==> config.mk <==
export PLATFORM = sky130hd
export DESIGN_NAME = multi_debouncer
export DESIGN_NICKNAME = d
export VERILOG_FILES = /design/src/rtl/multi_debouncer.sv
export SDC_FILE = /design/constraint.sdc
export NUM_CORES = 1
export LEC_CHECK = 0
export ABC_CLOCK_PERIOD_IN_PS = 2100
export CAP_MARGIN = 0
export CORE_MARGIN = 8
export CORE_UTILIZATION = 43
export CTS_BUF_LIST = sky130_fd_sc_hd__clkbuf_8
export CTS_CLUSTER_SIZE = 12
export DETAILED_ROUTE_END_ITERATION = 8
export PLACE_DENSITY = 0.69
export SLEW_MARGIN = 5
export SYNTH_ARGS = -nofsm -noshare
export SYNTH_HDL_FRONTEND = slang
export SYNTH_SLANG_ARGS = --single-unit
==> constraint.sdc <==
create_clock -name clock -period 2.1 [get_ports clock]
set_input_delay 0.315 -clock clock [delete_from_list [all_inputs] [get_ports clock]]
set_output_delay 0.315 -clock clock [all_outputs]
set_load 0.02 [all_outputs]
==> src/rtl/multi_debouncer.sv <==
// Multi-channel push-button debouncer: per-channel two-flop synchroniser, stability
// counter and hold counter, producing a debounced level plus press/release/long-press strobes.
module multi_debouncer #(
    parameter int CHANNELS     = 4,
    parameter int CNT_WIDTH    = 17,
    parameter int STABLE_COUNT = 100000,
    parameter int HOLD_WIDTH   = 26,
    parameter int LONG_COUNT   = 50000000,
    parameter int ACTIVE_LOW   = 1
) (
    input  logic                clock,
    input  logic                reset,
    input  logic [CHANNELS-1:0] buttons,
    output logic [CHANNELS-1:0] level,
    output logic [CHANNELS-1:0] press,
    output logic [CHANNELS-1:0] release_pulse,
    output logic [CHANNELS-1:0] long_press
);

    localparam logic [CNT_WIDTH-1:0]  STABLE_LAST = CNT_WIDTH'(STABLE_COUNT - 1);
    localparam logic [HOLD_WIDTH-1:0] LONG_LAST   = HOLD_WIDTH'(LONG_COUNT - 1);
    localparam logic [HOLD_WIDTH-1:0] LONG_FULL   = HOLD_WIDTH'(LONG_COUNT);

    logic [CHANNELS-1:0] pressed_raw;
    assign pressed_raw = (ACTIVE_LOW != 0) ? ~buttons : buttons;

    // 'release' is a reserved word, so that strobe is exposed as release_pulse.
    for (genvar ch = 0; ch < CHANNELS; ch++) begin : g_ch
        logic                  sync_p0;
        logic                  sync_p1;
        logic [CNT_WIDTH-1:0]  cnt;
        logic [HOLD_WIDTH-1:0] hold;
        logic                  level_q;
        logic                  press_q;
        logic                  release_q;
        logic                  long_q;
        logic                  accept;
        logic                  level_next;

        assign accept     = (sync_p1 != level_q) && (cnt == STABLE_LAST);
        assign level_next = accept ? sync_p1 : level_q;

        always_ff @(posedge clock) begin
            if (reset) begin
                sync_p0   <= 1'b0;
                sync_p1   <= 1'b0;
                cnt       <= '0;
                hold      <= '0;
                level_q   <= 1'b0;
                press_q   <= 1'b0;
                release_q <= 1'b0;
                long_q    <= 1'b0;
            end else begin
                // Synchroniser stage boundary: sync_p1 is the metastability-safe sample.
                sync_p0 <= pressed_raw[ch];
                sync_p1 <= sync_p0;

                if ((sync_p1 == level_q) || accept)
                    cnt <= '0;
                else
                    cnt <= cnt + CNT_WIDTH'(1);

                level_q   <= level_next;
                press_q   <= level_next & ~level_q;
                release_q <= ~level_next & level_q;

                // A press being released on this edge never earns a long-press strobe.
                if (!level_q)
                    hold <= '0;
                else if (hold != LONG_FULL)
                    hold <= hold + HOLD_WIDTH'(1);
                long_q <= level_q && level_next && (hold == LONG_LAST);
            end
        end

        assign level[ch]         = level_q;
        assign press[ch]         = press_q;
        assign release_pulse[ch] = release_q;
        assign long_press[ch]    = long_q;
    end

endmodule

==> results.yml, run 1 <==
route:
  via_count: 7879
  drt-total-wl_um: 19500
  ant_nets: 0
  remaining_drc_errors: 0
  viasPerCell: 5.64
  dr.first_iter.drc_count: 441
  detail_route.wl_per_cell_um: 13.9
  first_pass_iters: 4
finish:
  syn2layout_area_growth_pct: 11.5
  nets: 1130
  diodes: 0
  fin_area_mm2: 0.0104
  fin_util_pct: 49.1
  drive_gt1_share_pct: 7.93
  fill_cells: 2056
  finalNonFillerCells: 1398
critical_path:
  cp.required_ns: 2.50
  crit_path_end_kind: "flip-flop"
  crit_type: "flip-flop to flip-flop"
  rr_startpoint: "g_ch[1].hold[0]"
  r2r_end: "g_ch[1].hold[22]"
  critPathMaxFanout: 7
  r2r_setup_slack_ns: 0.08
  r2r_cells: 5
  arrival_ns: 2.42
  crit_path_start_kind: "flip-flop"
synth:
  yosysWarnings: 0
  yosysSeqAreaShare_pct: 42.2
  avgSynthCellArea_um2: 8.57
  synthCells: 1084
  synth_nets: 1102
  ys.flop_type: "dfxtp_1"
  syn-cell-area_mm2: 0.00929
  synth-edff-count: 0
  synth-seq-cells: 196
  synth_top_cells_by_area: "dfxtp_1 42%, xor2_1 4.8%, nor2_1 4.4%"
  ys_types: 52
  async_flop_share_pct: 0
  synth_top_area_cell: "dfxtp_1"
  synth_top_area_share_pct: 42.2
clock_tree:
  clock_sinks: 196
  clock_path_buffers: 2
  cts_root_buf: "clkbuf_8"
  cts_buffers: 17
  clkTransAtPathRegs_ns: 0.10
  h-tree-depth: 4
  ctsHoldBuffers: 0
  cts_tree: "yes"
  worstSkewPairLatency_ns: 0.46
min_path:
  worstHoldStart: "buttons[2]"
  min-delay-path-class: "input pin to flip-flop"
  hold_path_end: "g_ch[2].sync_p0"
  holdPathStages: 2
place:
  gp_congestion: 0.823
  dp_cells: 1366
  hpwl_um: 13500
  dpl_cell_area_mm2: 0.00991
  io_buffers: 21
  post-place-ws_ns: 0.0813
global_route:
  grt-ovfl-total: 0
  antenna_found_initial: 0
  grt_max_degree: 26
  grt_pass1_wl_um: 33700
  track_usage_pct: 14.9
  first_global_vias: 7229
power:
  leakagePower_nw: 3.11
  power.total_mw: 6.43
  power_density_mw_per_mm2: 621
  peakVddDrop_uv: 392
floorplan:
  core_mm2: 0.0211
  row_count: 53
  initial_utilization_pct: 44.1
  io-pin-count: 22
  dieArea_mm2: 0.0266
  die_w_um: 163
  die_y_um: 163
sta:
  finalCritPeriodShare_pct: 96.4
  tns_ns: 0
  rsz0062_at_grt: "no"
  worst-slew-pin-transition_ns: 0.587
  hold_viol: 0
  whs_ns: 0.379
  drv_slew: 0
  max_freq_mhz: 494
  setup_violations: 0
  fin_worst_skew_ns: 0.0134
  fin_ws_ns: 0.0763
  fin_crit_ns: 2.02
  slew_headroom_pct: 60.8
flow_run:
  max_cap_violations: 0
run_status:
  outcome: "finished clean"
state kept, by name, indices dropped and copies added, names as in the netlist:
| register | cells |
|---|---|
| g_ch.hold | 104 |
| g_ch.cnt | 68 |
| g_ch.level_q | 4 |
| g_ch.long_q | 4 |
| g_ch.press_q | 4 |
| g_ch.release_q | 4 |
| g_ch.sync_p0 | 4 |
| g_ch.sync_p1 | 4 |
cell usage after synthesis, types with 2 or more instances:
cell,count
dfxtp_1,196
nor2_1,109
a21oi_1,74
nand4_1,64
nand2_1,62
nand3_1,58
xor2_1,51
o31ai_1,41
clkbuf_1,39
or4_1,37
xnor2_1,34
and4_1,30
o21ai_0,28
inv_1,27
or3_1,27
nor3_1,24
nor4_1,24
and3_1,22
nand2b_1,19
buf_4,16
ha_1,12
and2_1,11
nor4b_1,11
nor2b_1,9
mux2i_1,6
a31oi_1,5
o311ai_0,5
nand4b_1,4
o41ai_1,3
or4b_2,3
a41o_1,2
and2_0,2
and4b_1,2
buf_1,2
nand3b_1,2
nand4bb_1,2
nor3b_1,2
nor4bb_1,2
o21a_1,2
o21ai_1,2
or2_2,2
power breakdown:
group | internal, mW | switching, mW | total (mW)
Sequential | 3.72 | 0.00607 | 3.73
Clock | 1.37 | 1.28 | 2.66
Combinational | 0.0220 | 0.0261 | 0.0481
placed cells by master (no fill, tap or decap), types with 36 or more instances in the layout:
| cell type | instances |
|---|---|
| a21oi_1 | 74 |
| buf_4 | 46 |
| dfxtp_1 | 194 |
| nand2_1 | 62 |
| nand3_1 | 58 |
| nand4_1 | 64 |
| nor2_1 | 109 |
| o31ai_1 | 41 |
| or4_1 | 36 |
| xor2_1 | 51 |
per-layer routing:
metal  vias up  global-route usage (%)  wire, µm
li1       4034                       -         -
met1      3753                    19.8      9810
met2        87                    24.1      8980
met3         5                    3.26       599
met4         0                    3.67       110
met5         -                       0         0
kinds of logic (layout without fill, tap and decap cells):
family,Yosys count,in the layout,synth area share [%]
AND/OR/NAND/NOR,534,534,32.6
flip-flops,196,196,42.2
AO/OA/AOI/OAI,165,165,10.6
buffers and inverters,86,125,4.21
XOR/XNOR,85,85,8.01
adder cells (fa/ha/maj),12,12,1.62
multiplexers,6,6,0.646
critical path: stages, from the launching register on:
cell and delay (ns):
dfxtp_1 0.40, ha_2 0.23, nand2_1 0.08, or4_4 0.57, or4_1 0.52, a21oi_1 0.16
worst max path at each step:
stage,start,end,slack [ns],cells after the start
after detailed placement,g_ch[1].hold[1],g_ch[1].hold[22],0.08,5
after global placement,g_ch[0].hold[9],g_ch[0].hold[2],0.11,4
final,g_ch[1].hold[0],g_ch[1].hold[22],0.08,5
after global routing,g_ch[1].hold[0],g_ch[1].hold[20],0.001,5
after CTS,g_ch[3].level_q,level[3],0.02,1
after floorplan,g_ch[1].hold[0],g_ch[1].hold[22],0.09,6
cell type report:
type	instances	area [µm²]	share of cell area (%)
Clock buffer	20	275	2.66
Inverter	27	101	0.978
Multi-Input combinational cell	802	4980	48.1
Sequential cell	196	3930	37.9
Clock inverter	10	156	1.51
Tap cell	275	344	3.32
Timing Repair Buffer	68	576	5.55
what timing repair did:
action                                  CTS  global route
buffers inserted                          0             2
endpoints found under the setup margin    0            11
resized for setup                         0             5
hold endpoints to repair                  0             0
(Power assumes the default switching activity.)
==> run 2: changes to the inputs <==
--- a/config.mk
+++ b/config.mk
@@ -12,7 +12,7 @@
 export CTS_BUF_LIST = sky130_fd_sc_hd__clkbuf_8
 export CTS_CLUSTER_SIZE = 12
 export DETAILED_ROUTE_END_ITERATION = 8
-export PLACE_DENSITY = 0.69
+export PLACE_DENSITY = 0.63
 export SLEW_MARGIN = 5
 export SYNTH_ARGS = -nofsm -noshare
 export SYNTH_HDL_FRONTEND = slang
==> run 2 against run 1 <==
Compared with the run above: sequential cell count unchanged; sequential power hardly changed; wire length down 3.8%; total power shrank 4.5%; cell count is essentially flat; register-to-register slack improved by 0.02 ns; clock skew fell by 0.0024 ns; count of clock-buffer cells in the layout down 1; non-clock buffer count rose by 1; largest power group unchanged; critical path type unchanged; design area decreased by 0.53%.
==> results.yml, run 2 (synthesis gave the netlist of run 1 again) <==
critical_path:
  cp.required_ns: 2.49
  cpPeakStageDelay_ns: 0.58
  critPathMaxFanout: 6
  arrival_ns: 2.39
  cp-startpoint: "g_ch[1].hold[0]"
  crit_path_end_kind: "flip-flop"
  crit_chain: "ha_2, nand2_1, or4_4, or4_1, a21oi_1"
  crit_slowest_cell: "or4_4"
  rr_startpoint: "g_ch[1].hold[0]"
  crit_type: "flip-flop to flip-flop"
  crit_path_start_kind: "flip-flop"
min_path:
  worstHoldStart: "buttons[0]"
  min-delay-path-class: "input pin to flip-flop"
route:
  first_pass_iters: 5
  viasPerCell: 5.52
  dr.first_iter.drc_count: 381
  ant_nets: 0
  via_count: 7729
  detail_route.wl_per_cell_um: 13.4
  remaining_drc_errors: 0
  drt-total-wl_um: 18800
clock_tree:
  cts_setup_buffers: 0
  clock_sinks: 196
  ctsHoldBuffers: 0
  clkTransAtPathRegs_ns: 0.09
  h-tree-depth: 4
  cts_buffers: 17
  worstSkewPairLatency_ns: 0.46
  cts_resized: 0
  clock_path_buffers: 2
  cts_root_buf: "clkbuf_8"
  cts_tree: "yes"
finish:
  multi_input_area_mm2: 0.00498
  diodes: 0
  largest_reg_flops: 104
  largest-register: "g_ch.hold"
  seqCellArea_mm2: 0.00392
  fin_util_pct: 48.9
  layout_common_cells: "196 x dfxtp_1, 109 x nor2_1, 74 x a21oi_1, 64 x nand4_1, 62 x nand2_1"
  nets: 1131
  syn2layout_area_growth_pct: 10.9
  fill_cells: 2049
  drive_gt1_share_pct: 7.65
  top_regs: "g_ch.hold x104, g_ch.cnt x68"
  layout_commonest_cell: "dfxtp_1"
global_route:
  grt-ovfl-total: 0
  first_global_vias: 7001
  grt_max_degree: 25
  grt_pass1_wl_um: 32400
  track_usage_pct: 14.3
  antenna_found_initial: 0
floorplan:
  die_w_um: 163
  die_y_um: 163
  initial_utilization_pct: 44.1
  dieArea_mm2: 0.0266
  io-pin-count: 22
  core_mm2: 0.0211
  row_count: 53
sta:
  max_freq_mhz: 499
  setup_violations: 0
  fin_crit_ns: 2.01
  worst-slew-pin-transition_ns: 0.548
  fin_worst_skew_ns: 0.0110
  rsz0062_at_grt: "no"
  fin_ws_ns: 0.0946
  finalCritPeriodShare_pct: 95.5
  slew_headroom_pct: 63.4
  tns_ns: 0
  drv_slew: 0
  hold_viol: 0
power:
  peakVddDrop_uv: 430
  power.total_mw: 6.14
  power_density_mw_per_mm2: 596
  leakagePower_nw: 3.07
place:
  hpwl_um: 13200
  gp_congestion: 0.800
  post-place-ws_ns: 0.0822
  io_buffers: 21
flow_run:
  max_cap_violations: 0
run_status:
  outcome: "finished clean"
run 2: layer usage:
layer	global-route usage (%)	wire length (µm)	vias to the layer above
met5	0	0	-
met3	3.44	615	11
li1	-	-	4034
met4	3.00	136	0
met1	19.4	9680	3585
met2	22.6	8320	99
run 2: worst paths after layout:
kind                            slack [ns]          endpoint  cells after the start
worst max-delay path                  0.09  g_ch[1].hold[22]                      5
worst min-delay path                  0.37   g_ch[0].sync_p0                      2
worst max register to register        0.09  g_ch[1].hold[22]                      5
worst min register to register        0.44    g_ch[1].cnt[0]                      1
run 2: worst max-delay path: cells and delay by family (launching register included):
family	cells	cell delay, ns
and+or+nand+nor	3	1.20
DFF	1	0.35
AOI/OAI and AO/OA	1	0.17
adders and majority gates	1	0.21
run 2: area by class of cell:
type / instances / area share [%]
Clock inverter: 11 / 1.10
Clock buffer: 19 / 2.54
Multi-Input combinational cell: 802 / 48.3
Inverter: 27 / 0.983
Sequential cell: 196 / 38.1
Timing Repair Buffer: 69 / 5.66
Tap cell: 275 / 3.34
run 2: per-stage QoR:
step	area (µm²)	hold slack (ns)	cells
CTS	10300	0.342	1399
global route	10300	0.346	1399
floorplan	9290	0.387	1084
detailed placement	9930	0.425	1369
finish	10300	0.369	1399
global placement	9930	0.415	1369
run 2: power breakdown:
group | internal, mW | switching (mW) | total (mW)
Combinational | 0.0242 | 0.0250 | 0.0492
Clock | 1.09 | 1.27 | 2.36
Sequential | 3.72 | 0.00644 | 3.73
==> run 3: changes to the inputs <==
--- a/config.mk
+++ b/config.mk
@@ -12,6 +12,7 @@
 export CTS_BUF_LIST = sky130_fd_sc_hd__clkbuf_8
 export CTS_CLUSTER_SIZE = 12
 export DETAILED_ROUTE_END_ITERATION = 8
+export MAX_ROUTING_LAYER = met4
 export PLACE_DENSITY = 0.63
 export SLEW_MARGIN = 5
 export SYNTH_ARGS = -nofsm -noshare
==> run 3 against run 2 <==
Compared with the run above: highest routed layer unchanged; sequential power about the same; global-route usage up 0.40 points; critical endpoint unchanged; clock power about the same.
==> results.yml, run 3 (synthesis gave the netlist of run 1 again) <==
critical_path:
  crit_slowest_cell: "or4_4"
  critPathTopFamily: "simple AND/OR/NAND/NOR gates"
  cpPeakStageDelay_ns: 0.58
  arrival_ns: 2.39
  critical_path_depth: 5
  crit_chain: "ha_2, nand2_1, or4_4, or4_1, a21oi_1"
  path_buf_inv: 0
  crit_path_start_kind: "flip-flop"
  critPathMaxFanout: 6
  crit_path_end_kind: "flip-flop"
  crit_type: "flip-flop to flip-flop"
  cp.required_ns: 2.49
  r2r_cells: 5
clock_tree:
  clkTransAtPathRegs_ns: 0.09
  worstSkewPairLatency_ns: 0.46
  clock_sinks: 196
  cts_buffers: 17
  cts_resized: 0
  ctsHoldBuffers: 0
  clock_path_buffers: 2
  cts_setup_buffers: 0
  cts_root_buf: "clkbuf_8"
  h-tree-depth: 4
  cts_tree: "yes"
finish:
  layout_commonest_cell: "dfxtp_1"
  largest-register: "g_ch.hold"
  largest_reg_flops: 104
  seqCellArea_mm2: 0.00392
  multi_input_area_mm2: 0.00498
  top_regs: "g_ch.hold x104, g_ch.cnt x68"
  drive_gt1_share_pct: 7.65
  syn2layout_area_growth_pct: 10.9
  nets: 1131
  fin_util_pct: 48.9
  layout_common_cells: "196 x dfxtp_1, 109 x nor2_1, 74 x a21oi_1, 64 x nand4_1, 62 x nand2_1"
  diodes: 0
  fill_cells: 2049
sta:
  slew_headroom_pct: 63.3
  hold_viol: 0
  tns_ns: 0
  finalCritPeriodShare_pct: 95.4
  drv_slew: 0
  fin_worst_skew_ns: 0.0104
  worst-slew-pin-transition_ns: 0.549
  fin_crit_ns: 2.00
  max_freq_mhz: 499
  fin_ws_ns: 0.0960
  rsz0062_at_grt: "no"
  setup_violations: 0
floorplan:
  die_w_um: 163
  die_y_um: 163
  core_mm2: 0.0211
  row_count: 53
  dieArea_mm2: 0.0266
  initial_utilization_pct: 44.1
  io-pin-count: 22
global_route:
  track_usage_pct: 14.7
  first_global_vias: 7011
  antenna_found_initial: 0
  grt_max_degree: 25
  grt_pass1_wl_um: 32400
  grt-ovfl-total: 0
place:
  io_buffers: 21
  gp_congestion: 0.811
  post-place-ws_ns: 0.0822
  hpwl_um: 13200
min_path:
  min-delay-path-class: "input pin to flip-flop"
  holdPathStages: 2
route:
  detail_route.wl_per_cell_um: 13.4
  dr.first_iter.drc_count: 395
  first_pass_iters: 5
  viasPerCell: 5.52
  via_count: 7723
  remaining_drc_errors: 0
  ant_nets: 0
  drt-total-wl_um: 18800
power:
  leakagePower_nw: 3.07
  peakVddDrop_uv: 431
  power_density_mw_per_mm2: 596
run_status:
  outcome: "finished clean"
flow_run:
  max_cap_violations: 0
run 3: cell counts in the layout (fill, tap and decap cells not counted):
Identical to the previous run, type by type.
run 3: stage by stage:
step | power [mW] | area [µm²] | cells | hold slack, ns
5_1_grt | 6.41 | 10300 | 1399 | 0.354
6_report | 6.14 | 10300 | 1399 | 0.368
3_3_place_gp | 3.87 | 9930 | 1369 | 0.415
3_5_place_dp | 3.87 | 9930 | 1369 | 0.425
2_1_floorplan | 3.84 | 9290 | 1084 | 0.387
4_1_cts | 6.26 | 10300 | 1399 | 0.342
run 3: layout make-up:
type | instances | area share, %
multi-input combinational | 802 | 48.3
sequential | 196 | 38.1
timing repair buffer | 69 | 5.66
tap | 275 | 3.34
clock buffer | 19 | 2.54
clock inverter | 11 | 1.10
inverter | 27 | 0.983
run 3: routing by layer:
layer  share of wire, %  track usage (%)  vias to the layer above
li1                   -                -                     4036
met1                 52             19.4                     3579
met2                 44             22.7                       94
met3                2.7             2.68                       14
met4                1.0             3.88                        0
met5                  0                -                        -
run 3: power by group:
| part | switching, mW | internal [mW] | total [mW] | leakage [nW] |
|---|---|---|---|---|
| clock | 1.27 | 1.09 | 2.37 | 0.192 |
| sequential | 0.00644 | 3.72 | 3.73 | 1.58 |
| combinational | 0.0251 | 0.0242 | 0.0493 | 1.30 |
run 3: final timing paths:
path / endpoint / slack [ns] / start
setup reg to reg: g_ch[1].hold[22] / 0.1 / g_ch[1].hold[0]
setup / recovery: g_ch[1].hold[22] / 0.1 / g_ch[1].hold[0]
hold reg to reg: g_ch[0].sync_p1 / 0.44 / g_ch[0].sync_p0
hold / removal: g_ch[0].sync_p0 / 0.37 / buttons[0]
